==> src/rtl/time_7seg_scanner.sv <==
// Multiplexed 6-digit HH.MM.SS 7-segment scanner with ghost blanking,
// frame-coherent time snapshot, blinking colon dots and a night indicator.
module time_7seg_scanner #(
   parameter int unsigned SCAN_DIV   = 100,
   parameter int unsigned BLANK_CYC  = 2,
   parameter int unsigned BLANK_LEAD = 1
) (
   input  logic       clk,
   input  logic       rst,
   input  logic [7:0] hour,
   input  logic [7:0] min,
   input  logic [7:0] sec,
   input  logic       d_or_n,
   output logic [7:0] seg_data,
   output logic [5:0] seg_com
);

   localparam int unsigned CW = $clog2(SCAN_DIV);

   logic [CW-1:0] cnt_q, cnt_d;
   logic [2:0]    idx_q, idx_d;
   logic          colon_q, colon_d;
   logic [3:0]    sec_prev_q;
   logic [7:0]    hour_sh_q, min_sh_q, sec_sh_q;
   logic          dn_sh_q;
   logic          load_pend_q;
   logic [7:0]    seg_data_q, seg_data_d;
   logic [5:0]    seg_com_q, seg_com_d;

   logic          slot_end, frame_end, blank;
   logic [3:0]    nib;
   logic [7:0]    code;
   logic          dp;

   always_comb begin
      slot_end  = (32'(cnt_q) == SCAN_DIV - 1);
      frame_end = slot_end && (idx_q == 3'd5);
      blank     = (32'(cnt_q) < BLANK_CYC);
      cnt_d     = slot_end ? '0 : cnt_q + 1'b1;
      idx_d     = idx_q;
      if (slot_end) idx_d = (idx_q == 3'd5) ? 3'd0 : idx_q + 3'd1;
      colon_d   = (sec[3:0] != sec_prev_q) ? ~colon_q : colon_q;

      case (idx_q)
         3'd0:    nib = hour_sh_q[7:4];
         3'd1:    nib = hour_sh_q[3:0];
         3'd2:    nib = min_sh_q[7:4];
         3'd3:    nib = min_sh_q[3:0];
         3'd4:    nib = sec_sh_q[7:4];
         default: nib = sec_sh_q[3:0];
      endcase

      case (nib)
         4'd0:    code = 8'hFC;
         4'd1:    code = 8'h60;
         4'd2:    code = 8'hDA;
         4'd3:    code = 8'hF2;
         4'd4:    code = 8'h66;
         4'd5:    code = 8'hB6;
         4'd6:    code = 8'hBE;
         4'd7:    code = 8'hE0;
         4'd8:    code = 8'hFE;
         4'd9:    code = 8'hF6;
         default: code = 8'h00;
      endcase

      case (idx_q)
         3'd1, 3'd3: dp = colon_q;
         3'd5:       dp = dn_sh_q;
         default:    dp = 1'b0;
      endcase

      seg_com_d  = '1;
      seg_data_d = '0;
      if (!blank) begin
         seg_com_d[idx_q] = 1'b0;
         seg_data_d       = {code[7:1], dp};
         // Leading-zero suppression keeps the digit selected so scan timing is unchanged.
         if (BLANK_LEAD != 0 && idx_q == 3'd0 && hour_sh_q[7:4] == 4'd0)
            seg_data_d = '0;
      end
   end

   always_ff @(posedge clk or negedge rst) begin
      if (!rst) begin
         cnt_q       <= '0;
         idx_q       <= '0;
         colon_q     <= 1'b0;
         sec_prev_q  <= '0;
         hour_sh_q   <= '0;
         min_sh_q    <= '0;
         sec_sh_q    <= '0;
         dn_sh_q     <= 1'b0;
         load_pend_q <= 1'b1;
         seg_data_q  <= '0;
         seg_com_q   <= '1;
      end else begin
         cnt_q      <= cnt_d;
         idx_q      <= idx_d;
         colon_q    <= colon_d;
         sec_prev_q <= sec[3:0];
         seg_data_q <= seg_data_d;
         seg_com_q  <= seg_com_d;
         if (load_pend_q || frame_end) begin
            hour_sh_q   <= hour;
            min_sh_q    <= min;
            sec_sh_q    <= sec;
            dn_sh_q     <= d_or_n;
            load_pend_q <= 1'b0;
         end
      end
   end

   assign seg_data = seg_data_q;
   assign seg_com  = seg_com_q;

endmodule

==> config.mk <==
export PLATFORM = sky130hd
export DESIGN_NAME = time_7seg_scanner
export DESIGN_NICKNAME = d
export VERILOG_FILES = /design/src/rtl/time_7seg_scanner.sv
export SDC_FILE = /design/constraint.sdc
export NUM_CORES = 1
export LEC_CHECK = 0
export BUFFER_PORTS_ARGS = -buffer_cell sky130_fd_sc_hd__buf_2
export CAP_MARGIN = 20
export CORE_MARGIN = 2
export CORE_UTILIZATION = 40
export DETAILED_ROUTE_END_ITERATION = 8
export GPL_TIMING_DRIVEN = 0
export SLEW_MARGIN = 20
export SYNTH_ARGS = -nofsm -noshare
export SYNTH_HDL_FRONTEND = slang
export SYNTH_SLANG_ARGS = --single-unit
==> constraint.sdc <==
create_clock -name clk -period 2.7 [get_ports clk]
set_clock_uncertainty 0.1 [all_clocks]
set_input_delay 0.54 -clock clk [delete_from_list [all_inputs] [get_ports clk]]
set_output_delay 0.54 -clock clk [all_outputs]
set_load 0.01 [all_outputs]
Yosys cells after proc, flatten, opt, wreduce, memory -nomap -nowiden
Memories as Yosys holds them, arrays and structs flattened.
Cells that the tools add are included.
{"block": "classes", "add_sub_neg": 2, "magnitude_cmp": 3, "n_eq_ne": 7, "muxes": 9, "bitwise_logic": 2, "n_reduce_logical": 7}
{"cell": "4-bit case mux with 5 select lines", "count": 1}
{"cell": "8-bit two-way mux", "count": 2}
{"cell": "7-bit by 1-bit adder with 7-bit output, second input constant", "count": 1}
{"cell": "7-bit equality test, second input constant", "count": 1}
{"cell": "7-bit by 2-bit < comparator with 1-bit output, second input constant", "count": 1}
{"cell": "7-bit two-way mux", "count": 1}
{"cell": "3-bit by 2-bit equality test with 1-bit output, second input constant", "count": 2}
{"cell": "3-bit equality test, second input constant", "count": 2}
{"cell": "6-bit two-way mux", "count": 1}
{"cell": "6-bit inverter", "count": 1}
{"cell": "4-bit zero test", "count": 1}
{"cell": "3-bit by 4-bit < comparator with 1-bit output, second input constant", "count": 1}
{"cell": "4-bit != test", "count": 1}
{"cell": "3-bit by 1-bit adder with 3-bit output, second input constant", "count": 1}
{"cell": "1-bit demux with 3-bit select", "count": 1}
{"cell": "3-bit by 1-bit equality test with 1-bit output, second input constant", "count": 1}
{"cell": "3-bit by 1-bit greater-or-equal comparator with 1-bit output, second input constant", "count": 1}
{"cell": "1-bit logical AND", "count": 3}
{"cell": "3-bit zero test", "count": 1}
{"cell": "3-bit two-way mux", "count": 1}
{"cell": "1-bit case mux with 2 select lines", "count": 1}
{"cell": "2-bit OR reduction", "count": 1}
{"cell": "1-bit logical OR", "count": 1}
{"cell": "1-bit two-way mux", "count": 1}
{"cell": "1-bit inverter", "count": 1}
{"block": "totals", "regBits": 55, "mem_bits_ro": 112, "inputBits": 27, "output_inout_bits": 14, "word_cells": 42, "memories": 1}
{"name": "(no name shown)", "depth": 16, "width": 7, "read_ports": 1, "rd_ports_with_merged_regs": 0, "write_ports": 0, "line_no": "53", "source": "case (nib)"}

Longest topological paths before layout
Gate-level depths: netlist of run 1.
{"block": "depth", "depth_word": 6, "depth_mapped": 11, "mapped_depth_nobuf": 10}

Least setup slack after synthesis of run 1
OpenSTA, ideal clock, no wires.
{"block": "synth_timing", "kind": "flip-flop to flip-flop", "startpoint": "register idx_q[1]", "endpoint": "register seg_data_q[4], in the netlist seg_data[4]", "setup_time_ns": 0.080, "arrival_time_ns": 2.340, "t_required_ns": 2.520, "path_slack_ns": 0.180, "stages_incl_launch_ff": 10, "n_path_buf": 1, "synth_period_minus_slack_ns": 2.520, "cell_sequence": "dfrtp_1 buf_2 and2_1 ha_1 a21o_4 o21ai_0 inv_1 ha_1 mux2_1 o22ai_2"}
{"block": "synth_via", "elab_chain_len": 5, "elab_cells_between_ends": 10, "cone_classes": "4 x eq/ne; 3 x mux; 2 x reduce/logical; 1 x memory"}
{"element": "start, declared", "line_no": "21", "source": "logic [2:0] idx_q, idx_d;"}
{"element": "start signal, assigned", "line_no": "99", "source": "idx_q <= idx_d;"}
{"element": "3-bit equality test, or another cell as far along", "line_no": "44", "source": "case (idx_q)"}
{"element": "4-bit case mux with 5 select lines", "line_no": "44"}
{"element": "memory 16 x 7 bit"}
{"element": "8-bit two-way mux *", "line_no": "79", "source": "if (BLANK_LEAD != 0 && idx_q == 3'd0 && hour_sh_q[7:4] == 4'd0)"}
{"element": "8-bit two-way mux *", "line_no": "75", "source": "if (!blank) begin"}
{"element": "net seg_data_d[4]", "line_no": "27", "source": "logic [7:0] seg_data_q, seg_data_d;"}
{"element": "end signal, assigned", "line_no": "102", "source": "seg_data_q <= seg_data_d;"}
{"element": "end, declared", "line_no": "27"}
Mark *: on every way through the listed nets, which the timed path passes. The rest lies on a longest branch.
A chain may end at the register's enable or synchronous reset.

Worst setup path after layout of run 1
{"block": "layout_timing", "startpoint": "register idx_q[0]", "endpoint": "register seg_data_q[4], in the netlist seg_data[4]"}
Same word-level chain as after synthesis.

==> impl_summary.txt, run 1 <==
----------------------------------------------------
[Worst setup path]
  Reg-to-reg critical path endpoint ... seg_data[4]
  Sequence of cells on the critical path ... buf_4, and2_1, ha_4, a21o_4, o21ai_2, inv_1, ha_1, mux2_1, o22ai_2
  Gate family responsible for the most delay along the worst path ... compound AO/OA/AOI/OAI gates
  Critical path data required time ... 2.84 ns
  Buf/Inv on CP ... 2
  Crit path depth ... 9
  Crit Path Max Fanout ... 10
  Slowest cell delay on critical path ... 0.47 ns
  R2r worst-path depth ... 9
  Startpoint type of the worst setup path ... flip-flop
  Data arrival, critical path ... 2.74 ns
  Kind of critical path ... flip-flop to flip-flop
  Cell type of the slowest stage on the worst timing path ... dfrtp_2
  Type of element capturing the critical path ... flip-flop
  Launch point of the worst reg-to-reg path ... idx_q[0]
  R2R Setup Slk ... 0.1 ns

[Timing]
  Pins Over Slew Limit ... 0
  Slew @ Worst Pin ... 0.717 ns
  Slew HR ... 0.520
  Clock period minus worst slack ... 2.60 ns
  Max Fclk ... 384 MHz
  Final number of setup-violating endpoints ... 0
  Final worst path period share ... 0.964
  Unrepaired setup endpoints after global routing ... false
  Final hold violation count ... 0
  Summed negative setup slack over all endpoints ... 0 ns

[Logic synthesis]
  Top cells by area in the synthesized netlist ... dfrtp_1, mux2_2, dfstp_2
  Proportion of netlist area held by the largest area contributor ... 0.465
  Number of enable-type register cells in the synthesized netlist ... 0
  Synthesized area divided by synthesized cell count ... 13.3 um^2
  Synthesized Nets ... 228
  Cell taking the most area after synthesis ... dfrtp_1
  Share of the yosys chip area belonging to registers ... 0.536
  Count of synthesis-stage warnings from yosys ... 0
  Number of flip-flops and latches in the synthesized netlist ... 55
  Post-Synthesis Cell Area ... 2580 um^2
  FFs w/ async S/R, synth ... 1.00
  Synthesized netlist cell count ... 194
  Distinct cell type count after synthesis ... 50
  Most frequently used flop master after synthesis ... dfrtp_1

[Power and ir drop]
  Power per cell area ... 531 nW/um^2
  Peak supply drop ... 250 uV
  Total leakage power ... 0.00135 uW

[Layout]
  Multi-input gate area ... 1150 um^2
  Fraction of layout instances using a drive strength above 1 ... 0.432
  Post-layout nets ... 277
  Diode insertion count for antenna repair ... 0
  Area growth syn-to-layout ... 16.3%
  Final-layout fill cell count ... 585
  Footprint of the flip-flops and latches ... 1390 um^2
  Core utilization of the finished layout ... 0.476

[Floorplan]
  Count of standard-cell rows ... 29
  I/O pin count ... 41
  Y dimension of the die ... 84.4 um
  Starting density of the core ... 0.409
  Floorplan core area ... 6310 um^2
  Floorplan die area ... 7120 um^2
  Floorplan die width ... 84.4 um

[Clocking]
  Hold-fix buffer count after cts ... 0
  CTS root buf ... clkbuf_8
  Num Clock Sinks ... 55
  Clock tree from TritonCTS ... yes
  Clk_lat worst skew ... 0.31 ns
  CTS buffer count ... 5
  CTS H-Tree Depth ... 2
  Clock slew at the register clock pins of the worst setup and hold paths ... 0.10 ns
  CTS Buffer Depth ... 2

[Route]
  Residual DRC count ... 0
  DRC violation total after the first TritonRoute iteration ... 72
  Average vias per placed instance ... 5.12
  Post-Route WL ... 4720 um
  Final antenna-violating net count ... 0
  Routed WL per cell ... 14.8 um
  Number of iterations in the first detailed-routing pass ... 4
  Vias after detailed routing ... 1,637

[Run]
  Reported max-cap violation count ... 0

[Min path]
  Tightest Hold Check Type ... input port to asynchronous set/reset pin

[Global route]
  Number of antenna violations at the first check in global routing ... 0
  Largest net degree at the start of global routing ... 56
  Via count of the first global-routing pass ... 1,676
  Global-route usage over all layers ... 0.147
  Global-route wire length before repair ... 8270 um
  Gr ovfl total ... 0

[Placed design]
  Count of input and output buffers ... 40
  Placer congestion estimate ... 0.779
  Placed wire-length estimate ... 3410 um

[Run status]
  Run status ... finished clean

----------------------------------------------------
## timing repair
item	4_1_cts	5_1_grt
resized for setup	5	4
cloned	0	0
endpoints found under the setup margin	7	4
buffers inserted	2	0
hold endpoints to repair	0	0
## report_power, final
group / total [uW] / internal, uW / switching (uW)
Combinational: 228 / 117 / 111
Clock: 436 / 178 / 258
Sequential: 931 / 892 / 39.3
Total: 1600 / 1190 / 409
## cell families (layout without fill, tap and decap cells)
| kind of cell | after synthesis | count (layout) | share of synthesized area |
|---|---|---|---|
| AO/OA/AOI/OAI | 38 | 38 | 0.130 |
| multiplexers | 31 | 31 | 0.134 |
| other | 1 | 1 | 0.00145 |
| buffers and inverters | 10 | 59 | 0.0261 |
| AND/OR/NAND/NOR | 42 | 42 | 0.105 |
| flip-flops | 55 | 55 | 0.536 |
| XOR/XNOR | 10 | 10 | 0.0339 |
| adder cells (fa/ha/maj) | 7 | 7 | 0.0339 |
## metrics by stage
step | setup WS (ns) | power, uW | std cells | hold WS, ns | cell area, um^2
after global placement | -0.254 | 1170 | 311 | 0.377 | 2880
after floorplan | 0.180 | 1080 | 194 | 0.144 | 2580
after detailed placement | -0.298 | 1170 | 311 | 0.379 | 2880
final | 0.0965 | 1600 | 320 | 0.175 | 3000
after global routing | 0.00615 | 1680 | 320 | 0.220 | 3000
after CTS | 0.0288 | 1620 | 320 | 0.199 | 2990
## worst register-to-register path: stages, from the launching register on
cell and delay (ns):
dfrtp_2 0.47, buf_4 0.20, and2_1 0.18, ha_4 0.19, a21o_4 0.24, o21ai_2 0.33, inv_1 0.12, ha_1 0.30
mux2_1 0.31, o22ai_2 0.11
## worst max path at each step
| stage | from | endpoint |
|---|---|---|
| 5_1_grt | idx_q[1] | seg_data[4] |
| 3_5_place_dp | idx_q[1] | seg_data[4] |
| 4_1_cts | idx_q[1] | seg_data[4] |
| 6_report | idx_q[0] | seg_data[4] |
| 3_3_place_gp | idx_q[1] | seg_data[4] |
| 2_1_floorplan | idx_q[1] | seg_data[4] |
## flip-flops by register name, summed over array words and instances (netlist names)
signal       count
colon_q          1
sec_sh_q         8
idx_q            3
load_pend_q      1
sec_prev_q       4
seg_data         8
hour_sh_q        8
seg_com          6
dn_sh_q          1
min_sh_q         8
cnt_q            7
## cell usage in the layout, fill, tap and decap left out, types with 4 or more instances in the layout
master and count:
a22oi_1 4, inv_1 4, nand3_1 6, mux2_2 20, dfstp_2 7, clkbuf_8 5, xor2_1 6, ha_1 6
nand2_1 11, mux2_1 8, nor2_1 6, xnor2_1 4, buf_2 39, dfrtp_1 46, buf_4 5
## layer usage
layer | global-route usage | part of all wire
met3 | 0.0393 | 0.043
met1 | 0.214 | 0.51
met2 | 0.215 | 0.43
met5 | 0 | 0
met4 | 0.0476 | 0.016
## Yosys cell counts (3+ instances only)
master    count
nand3b_1      3
o21ai_0       4
inv_1         4
mux2_1        8
nand3_1       6
a21oi_1       3
dfstp_2       7
xor2_1        6
nor2b_1       3
nor2_1        6
nand2_1      11
a22oi_1       4
ha_1          7
mux2_2       20
buf_6         3
a211oi_1      3
o22ai_1       3
dfrtp_1      48
xnor2_1       4
mux2i_1       3
## area by class of cell
class                      count  share of cell area
clock buffer                   5              0.0229
multi-input combinational    129               0.382
tap                           77              0.0321
buffer                         5              0.0162
inverter                       5             0.00791
clock inverter                 2             0.00458
sequential                    55               0.462
timing repair buffer          42              0.0725
No activity file was read; power rests on OpenSTA's default activity.
==> run 2: changes to the inputs <==
- clock period: 2.7 -> 2.3 ns (I/O delays scaled with it)
==> run 2 against run 1 <==
Sequential power increased by 18%; critical endpoint unchanged; combinational power increased by 32%; non-clock buffer count increased by 12; routed wire length increased by 4.7%; largest cell class unchanged; setup slack got worse by 0.064 ns; cell area increased by 7.2%.
==> impl_summary.txt, run 2 (synthesized netlist as in run 1, its figures left out) <==
----------------------------------------------------
[Power and ir drop]
  Register share of total power ... 0.555 (was 0.583)
  Sw Share ... 0.248 (was 0.256)
  Part of the power in the clock network ... 0.292 (was 0.274)
  Comb pwr share ... 0.153 (was 0.143)
  Peak supply drop ... 336 uV (was 250 uV)
  Sw power ... 490 uW (was 409 uW)
  Int Power ... 1480 uW (was 1190 uW)
  Total leakage power ... 0.00144 uW (was 0.00135 uW)
  Power per cell area ... 613 nW/um^2 (was 531 nW/um^2)

[Run]
  Reported max-cap violation count ... 0 (unchanged)

[Run status]
  Run status ... finished clean (unchanged)

[Clocking]
  Num Clock Sinks ... 55 (unchanged)
  Clock tree from TritonCTS ... yes (unchanged)
  Clk_lat worst skew ... 0.30 ns (was 0.31 ns)
  Hold-fix buffer count after cts ... 0 (unchanged)
  CTS root buf ... clkbuf_8 (unchanged)
  CTS buffer count ... 5 (unchanged)
  CTS H-Tree Depth ... 2 (unchanged)
  Clock slew at the register clock pins of the worst setup and hold paths ... 0.10 ns (about the same)
  CTS Buffer Depth ... 2 (unchanged)

[Route]
  Average vias per placed instance ... 5.07 (was 5.12)
  Post-Route WL ... 4950 um (was 4720 um)
  Number of iterations in the first detailed-routing pass ... 4 (unchanged)
  DRC violation total after the first TritonRoute iteration ... 89 (was 72)
  Routed WL per cell ... 14.8 um (about the same)
  Vias after detailed routing ... 1,693 (was 1,637)
  Residual DRC count ... 0 (unchanged)
  Final antenna-violating net count ... 0 (unchanged)

[Layout]
  Fraction of layout instances using a drive strength above 1 ... 0.506 (was 0.432)
  Diode insertion count for antenna repair ... 0 (unchanged)
  Most frequent cells in the layout ... dfrtp_1, buf_2, mux2_2 (unchanged)
  Area growth syn-to-layout ... 24.7% (was 16.3%)
  Final-layout fill cell count ... 571 (was 585)
  Final Cell Area ... 3220 um^2 (was 3000 um^2)
  Final standard cell count with taps included and fillers excluded ... 334 (was 320)
  Post-layout nets ... 290 (was 277)
  Commonest non-fill, non-tap cell in the layout ... dfrtp_1 (unchanged)

[Floorplan]
  Count of standard-cell rows ... 29 (unchanged)
  Floorplan die width ... 84.4 um (unchanged)
  Floorplan die area ... 7120 um^2 (unchanged)
  Starting density of the core ... 0.409 (unchanged)
  Y dimension of the die ... 84.4 um (unchanged)
  I/O pin count ... 41 (unchanged)
  Floorplan core area ... 6310 um^2 (unchanged)

[Global route]
  Global-route usage over all layers ... 0.140 (was 0.147)
  Global-route wire length before repair ... 7850 um (was 8270 um)
  Number of antenna violations at the first check in global routing ... 0 (unchanged)
  Gr ovfl total ... 0 (unchanged)
  Via count of the first global-routing pass ... 1,557 (was 1,676)
  Largest net degree at the start of global routing ... 56 (unchanged)

[Placed design]
  Placed Cells incl. Taps ... 311 (unchanged)
  Count of input and output buffers ... 40 (unchanged)
  Placed cell area ... 2920 um^2 (was 2880 um^2)
  Placed wire-length estimate ... 3370 um (was 3410 um)
  Placer congestion estimate ... 0.796 (was 0.779)

[Timing]
  Summed negative setup slack over all endpoints ... 0 ns (unchanged)
  Final hold slack ... 0.0866 ns (was 0.175 ns)
  Pins Over Slew Limit ... 0 (unchanged)
  Max Fclk ... 441 MHz (was 384 MHz)
  Slew HR ... 0.510 (was 0.520)
  Final hold violation count ... 0 (unchanged)
  Final number of setup-violating endpoints ... 0 (unchanged)
  Unrepaired setup endpoints after global routing ... true (was false)
  Slew @ Worst Pin ... 0.733 ns (was 0.717 ns)
  Final worst path period share ... 0.986 (was 0.964)
  Clock period minus worst slack ... 2.27 ns (was 2.60 ns)

[Worst setup path]
  Sequence of cells on the critical path ... buf_8, and2_4, ha_4, a22oi_2, o311ai_4, o21ai_4, inv_2, ha_1, mux2_4, o22ai_2 (was buf_4, and2_1, ha_4, a21o_4, o21ai_2, inv_1, ha_1, mux2_1, o22ai_2)
  Slowest cell delay on critical path ... 0.43 ns (was 0.47 ns)
  Kind of critical path ... flip-flop to flip-flop (unchanged)
  Launch point of the worst reg-to-reg path ... idx_q[1] (was idx_q[0])
  Startpoint type of the worst setup path ... flip-flop (unchanged)
  Data arrival, critical path ... 2.40 ns (was 2.74 ns)
  Critical path data required time ... 2.43 ns (was 2.84 ns)
  Crit Path Max Fanout ... 6 (was 10)
  Origin of the worst setup path ... idx_q[1] (was idx_q[0])
  Type of element capturing the critical path ... flip-flop (unchanged)
  Cell type of the slowest stage on the worst timing path ... dfrtp_2 (unchanged)

[Min path]
  Tightest Hold Check Type ... input port to asynchronous set/reset pin (unchanged)

----------------------------------------------------
## run 2: changes by cell type in the layout (fill, tap and decap cells not counted), moves of 3 or more
cell	before	now
buf_4	5	14
inv_1	4	1
inv_2	0	3
o311ai_4	0	3
## run 2: area by class of cell
class                           instances  area, um^2  area share
Buffer                                  5        63.8      0.0198
Clock buffer                            8         100      0.0311
Inverter                                5        23.8     0.00738
Multi-Input combinational cell        130        1240       0.384
Sequential cell                        55        1390       0.431
Tap cell                               77        96.3      0.0299
Timing Repair Buffer                   54         312      0.0967
## run 2: stage by stage
step / power, uW / util / setup slack (ns)
finish: 1970 / 0.510 / 0.0325
CTS: 1970 / 0.489 / 0.000335
detailed placement: 1380 / 0.463 / -0.323
floorplan: 1270 / - / 0.00731
global route: 2070 / 0.510 / -0.0281
global placement: 1370 / 0.463 / -0.275
## run 2: per-layer routing
layer / vias to the layer above / part of all wire / track usage
met2: 41 / 0.43 / 0.190
li1: 823 / - / -
met1: 821 / 0.51 / 0.214
met3: 8 / 0.046 / 0.0383
met4: 0 / 0.016 / 0.0476
met5: - / 0 / 0
## run 2: worst max-delay path, delay by kind of cell, from the launching register on
family | cells | cell delay (ns)
buf+inv | 2 | 0.19
flops | 1 | 0.43
mux | 1 | 0.28
simple gates | 1 | 0.16
compound gates | 4 | 0.57
fa+ha+maj | 2 | 0.48
## run 2: worst paths after layout
check,end,slack (ns),cells past startpoint
max in group asynchronous,idx_q[1],1.54,1
hold reg to reg,colon_q,0.38,1
setup reg to reg,seg_data[4],0.03,10
setup / recovery,seg_data[4],0.03,10
hold / removal,cnt_q[6],0.09,1
min in group clk,sec_prev_q[1],0.20,1
## run 2: timing repair
item                       in CTS  in global routing
pin swaps                       2                  5
hold endpoints to repair        0                  0
setup endpoints to repair       7                  5
buffers inserted                7                  7
resized for setup               6                 14
cloned                          0                  1
## run 2: power by group through the flow
stage / clock network [uW] / registers, uW / logic (uW)
after floorplan: 0 / 1110 / 163
after global placement: 0 / 1110 / 262
after detailed placement: 0 / 1110 / 267
after CTS: 598 / 1090 / 278
after global routing: 638 / 1100 / 332
final: 577 / 1100 / 302
==> run 3: changes to the inputs <==
- CORE_MARGIN: 2 -> 1.5
- TNS_END_PERCENT: default -> 20
- clock period: 2.3 -> 2.4 ns (I/O delays scaled with it)
==> run 3 against run 2 <==
Routed wire length is 2.9% lower; core utilization down 0.78 points; clock power increased by 2%; sequential power shrank 5%; hold slack better by 0.013 ns; combinational power decreased by 9.3%; sequential share of layout area increased by 0.88 points; register-to-register slack improved by 0.06 ns; clock-buffer cell count shrank 2; fmax decreased by 1.7%; via count down 0.41%; sequential cell count stayed put; critical endpoint is now seg_data[7]; largest power group unchanged.
==> impl_summary.txt, run 3 (synthesized netlist as in run 1, its figures left out) <==
----------------------------------------------------
[Global route]
  Via count of the first global-routing pass ... 1,635 (was 1,557)
  Grt met3 use ... 0.0388 (was 0.0383)
  Met1 layer usage reported by global route ... 0.213 (was 0.214)
  Most used routing layer in global routing ... met1 (unchanged)
  Global-route usage over all layers ... 0.146 (was 0.140)
  Largest net degree at the start of global routing ... 56 (unchanged)
  Met2 Use GR ... 0.212 (was 0.190)
  Number of antenna violations at the first check in global routing ... 0 (unchanged)
  Gr ovfl total ... 0 (unchanged)
  Global-route wire length before repair ... 8040 um (was 7850 um)

[Worst setup path]
  Slowest cell delay on critical path ... 0.41 ns (was 0.43 ns)
  Origin of the worst setup path ... idx_q[1] (unchanged)
  Data arrival, critical path ... 2.44 ns (was 2.40 ns)
  Crit path depth ... 10 (unchanged)
  Cell type of the slowest stage on the worst timing path ... dfrtp_2 (unchanged)
  Critical path data required time ... 2.54 ns (was 2.43 ns)
  Sequence of cells on the critical path ... buf_6, and2_4, ha_4, a21o_4, o311ai_2, o21ai_4, buf_4, ha_1, mux2_1, o22ai_2 (was buf_8, and2_4, ha_4, a22oi_2, o311ai_4, o21ai_4, inv_2, ha_1, mux2_4, o22ai_2)
  Buf/Inv on CP ... 2 (unchanged)
  Critical path endpoint ... seg_data[7] (was seg_data[4])
  Crit Path Max Fanout ... 10 (was 6)
  Kind of critical path ... flip-flop to flip-flop (unchanged)
  Reg-to-reg critical path endpoint ... seg_data[7] (was seg_data[4])
  Startpoint type of the worst setup path ... flip-flop (unchanged)
  Gate family responsible for the most delay along the worst path ... compound AO/OA/AOI/OAI gates (unchanged)
  R2R Setup Slk ... 0.09 ns (was 0.03 ns)
  R2r worst-path depth ... 10 (unchanged)
  Launch point of the worst reg-to-reg path ... idx_q[1] (unchanged)
  Type of element capturing the critical path ... flip-flop (unchanged)

[Route]
  Vias after detailed routing ... 1,686 (was 1,693)
  DRC violation total after the first TritonRoute iteration ... 67 (was 89)
  Post-Route WL ... 4810 um (was 4950 um)
  Residual DRC count ... 0 (unchanged)
  Routed WL per cell ... 14.7 um (was 14.8 um)
  Average vias per placed instance ... 5.14 (was 5.07)
  Number of iterations in the first detailed-routing pass ... 4 (unchanged)
  Final antenna-violating net count ... 0 (unchanged)

[Layout]
  Final standard cell count with taps included and fillers excluded ... 328 (was 334)
  Diode insertion count for antenna repair ... 0 (unchanged)
  Commonest non-fill, non-tap cell in the layout ... dfrtp_1 (unchanged)
  Fraction of layout instances using a drive strength above 1 ... 0.482 (was 0.506)
  Final Cell Area ... 3150 um^2 (was 3220 um^2)
  Post-layout nets ... 285 (was 290)
  Core utilization of the finished layout ... 0.502 (was 0.510)
  Most frequent cells in the layout ... dfrtp_1, buf_2, mux2_2 (unchanged)
  Area growth syn-to-layout ... 22.1% (was 24.7%)

[Power and ir drop]
  Register share of total power ... 0.548 (was 0.555)
  Sw power ... 458 uW (was 490 uW)
  Total leakage power ... 0.00142 uW (was 0.00144 uW)
  Power per cell area ... 606 nW/um^2 (was 613 nW/um^2)
  Overall Power ... 1910 uW (was 1970 uW)
  Peak supply drop ... 287 uV (was 336 uV)
  Int Power ... 1450 uW (was 1480 uW)
  Part of the power in the clock network ... 0.308 (was 0.292)
  Sw Share ... 0.239 (was 0.248)
  Comb pwr share ... 0.144 (was 0.153)

[Floorplan]
  Y dimension of the die ... 83.4 um (was 84.4 um)
  Floorplan core area ... 6280 um^2 (was 6310 um^2)
  Floorplan die area ... 6950 um^2 (was 7120 um^2)
  Starting density of the core ... 0.412 (was 0.409)
  I/O pin count ... 41 (unchanged)
  Floorplan die width ... 83.4 um (was 84.4 um)
  Count of standard-cell rows ... 29 (unchanged)

[Placed design]
  Placed cell area ... 2900 um^2 (was 2920 um^2)
  Placed wire-length estimate ... 3350 um (was 3370 um)
  Worst setup slack before clock tree synthesis ... -0.401 ns (was -0.323 ns)
  Count of input and output buffers ... 40 (unchanged)
  Placed Cells incl. Taps ... 311 (unchanged)
  Placer congestion estimate ... 0.782 (was 0.796)

[Timing]
  Max Fclk ... 434 MHz (was 441 MHz)
  Unrepaired setup endpoints after global routing ... false (was true)
  Final worst path period share ... 0.961 (was 0.986)
  Final number of setup-violating endpoints ... 0 (unchanged)
  Worst Slack Setup Final ... 0.0943 ns (was 0.0325 ns)
  Slew HR ... 0.500 (was 0.510)
  Slew @ Worst Pin ... 0.747 ns (was 0.733 ns)
  Clock period minus worst slack ... 2.31 ns (was 2.27 ns)
  Final hold violation count ... 0 (unchanged)
  Pins Over Slew Limit ... 0 (unchanged)

[Clocking]
  CTS root buf ... clkbuf_8 (unchanged)
  CTS buffer count ... 5 (unchanged)
  Hold-fix buffer count after cts ... 0 (unchanged)
  CTS Buffer Depth ... 2 (unchanged)
  Num Clock Sinks ... 55 (unchanged)
  Clock slew at the register clock pins of the worst setup and hold paths ... 0.10 ns (about the same)
  Clk_lat worst skew ... 0.31 ns (was 0.30 ns)
  Clock tree from TritonCTS ... yes (unchanged)
  CTS H-Tree Depth ... 2 (unchanged)

[Min path]
  Tightest Hold Check Type ... input port to asynchronous set/reset pin (unchanged)

[Run status]
  Run status ... finished clean (unchanged)

[Run]
  Reported max-cap violation count ... 0 (unchanged)

----------------------------------------------------
## run 3: metal layers
layer / vias to the layer above / wire (um)
li1: 807 / -
met4: 0 / 67
met5: - / 0
met2: 38 / 2120
met1: 835 / 2380
met3: 6 / 231
## run 3: power by group through the flow
| stage | clock network [uW] | registers (uW) | logic (uW) |
|---|---|---|---|
| global route | 652 | 1060 | 302 |
| finish | 589 | 1050 | 274 |
| global placement | 0 | 1060 | 251 |
| detailed placement | 0 | 1070 | 255 |
| CTS | 615 | 1050 | 269 |
| floorplan | 0 | 1060 | 156 |
## run 3: final cells by class
cell class / instances / area, um^2
fill: 581 / 3120
sequential: 55 / 1390
tap: 77 / 96.3
inverter: 5 / 23.8
clock buffer: 6 / 72.6
multi-input combinational: 129 / 1200
timing repair buffer: 50 / 290
clock inverter: 1 / 30.0
buffer: 5 / 56.3
## run 3: through the flow
step,hold WS [ns],TNS (ns)
after floorplan,0.0844,0
after global placement,0.363,-1.72
after detailed placement,0.373,-1.74
after CTS,0.140,0
after global routing,0.162,0
final,0.0998,0
## run 3: what timing repair did
item | CTS | global route
resized for setup | 9 | 9
endpoints found under the setup margin | 7 | 3
pin swaps | 1 | 2
setup buffers | 8 | 2
## run 3: worst min-delay path by stage
stage,slack (ns),endpoint,from,cells after the start
2_1_floorplan,0.08,cnt_q[0],rst,0
3_3_place_gp,0.36,colon_q,colon_q,1
3_5_place_dp,0.37,colon_q,colon_q,1
4_1_cts,0.14,hour_sh_q[2],rst,1
5_1_grt,0.16,min_sh_q[1],rst,1
6_report,0.1,min_sh_q[1],rst,1
## run 3: worst reg2reg max path, delay by kind of cell, from the launching register on
family | cells | cell delay, ns
AND/OR/NAND/NOR | 1 | 0.17
multiplexers | 1 | 0.31
adder cells (fa/ha/maj) | 2 | 0.39
buffers and inverters | 2 | 0.31
AO/OA/AOI/OAI | 4 | 0.55
flip-flops | 1 | 0.41
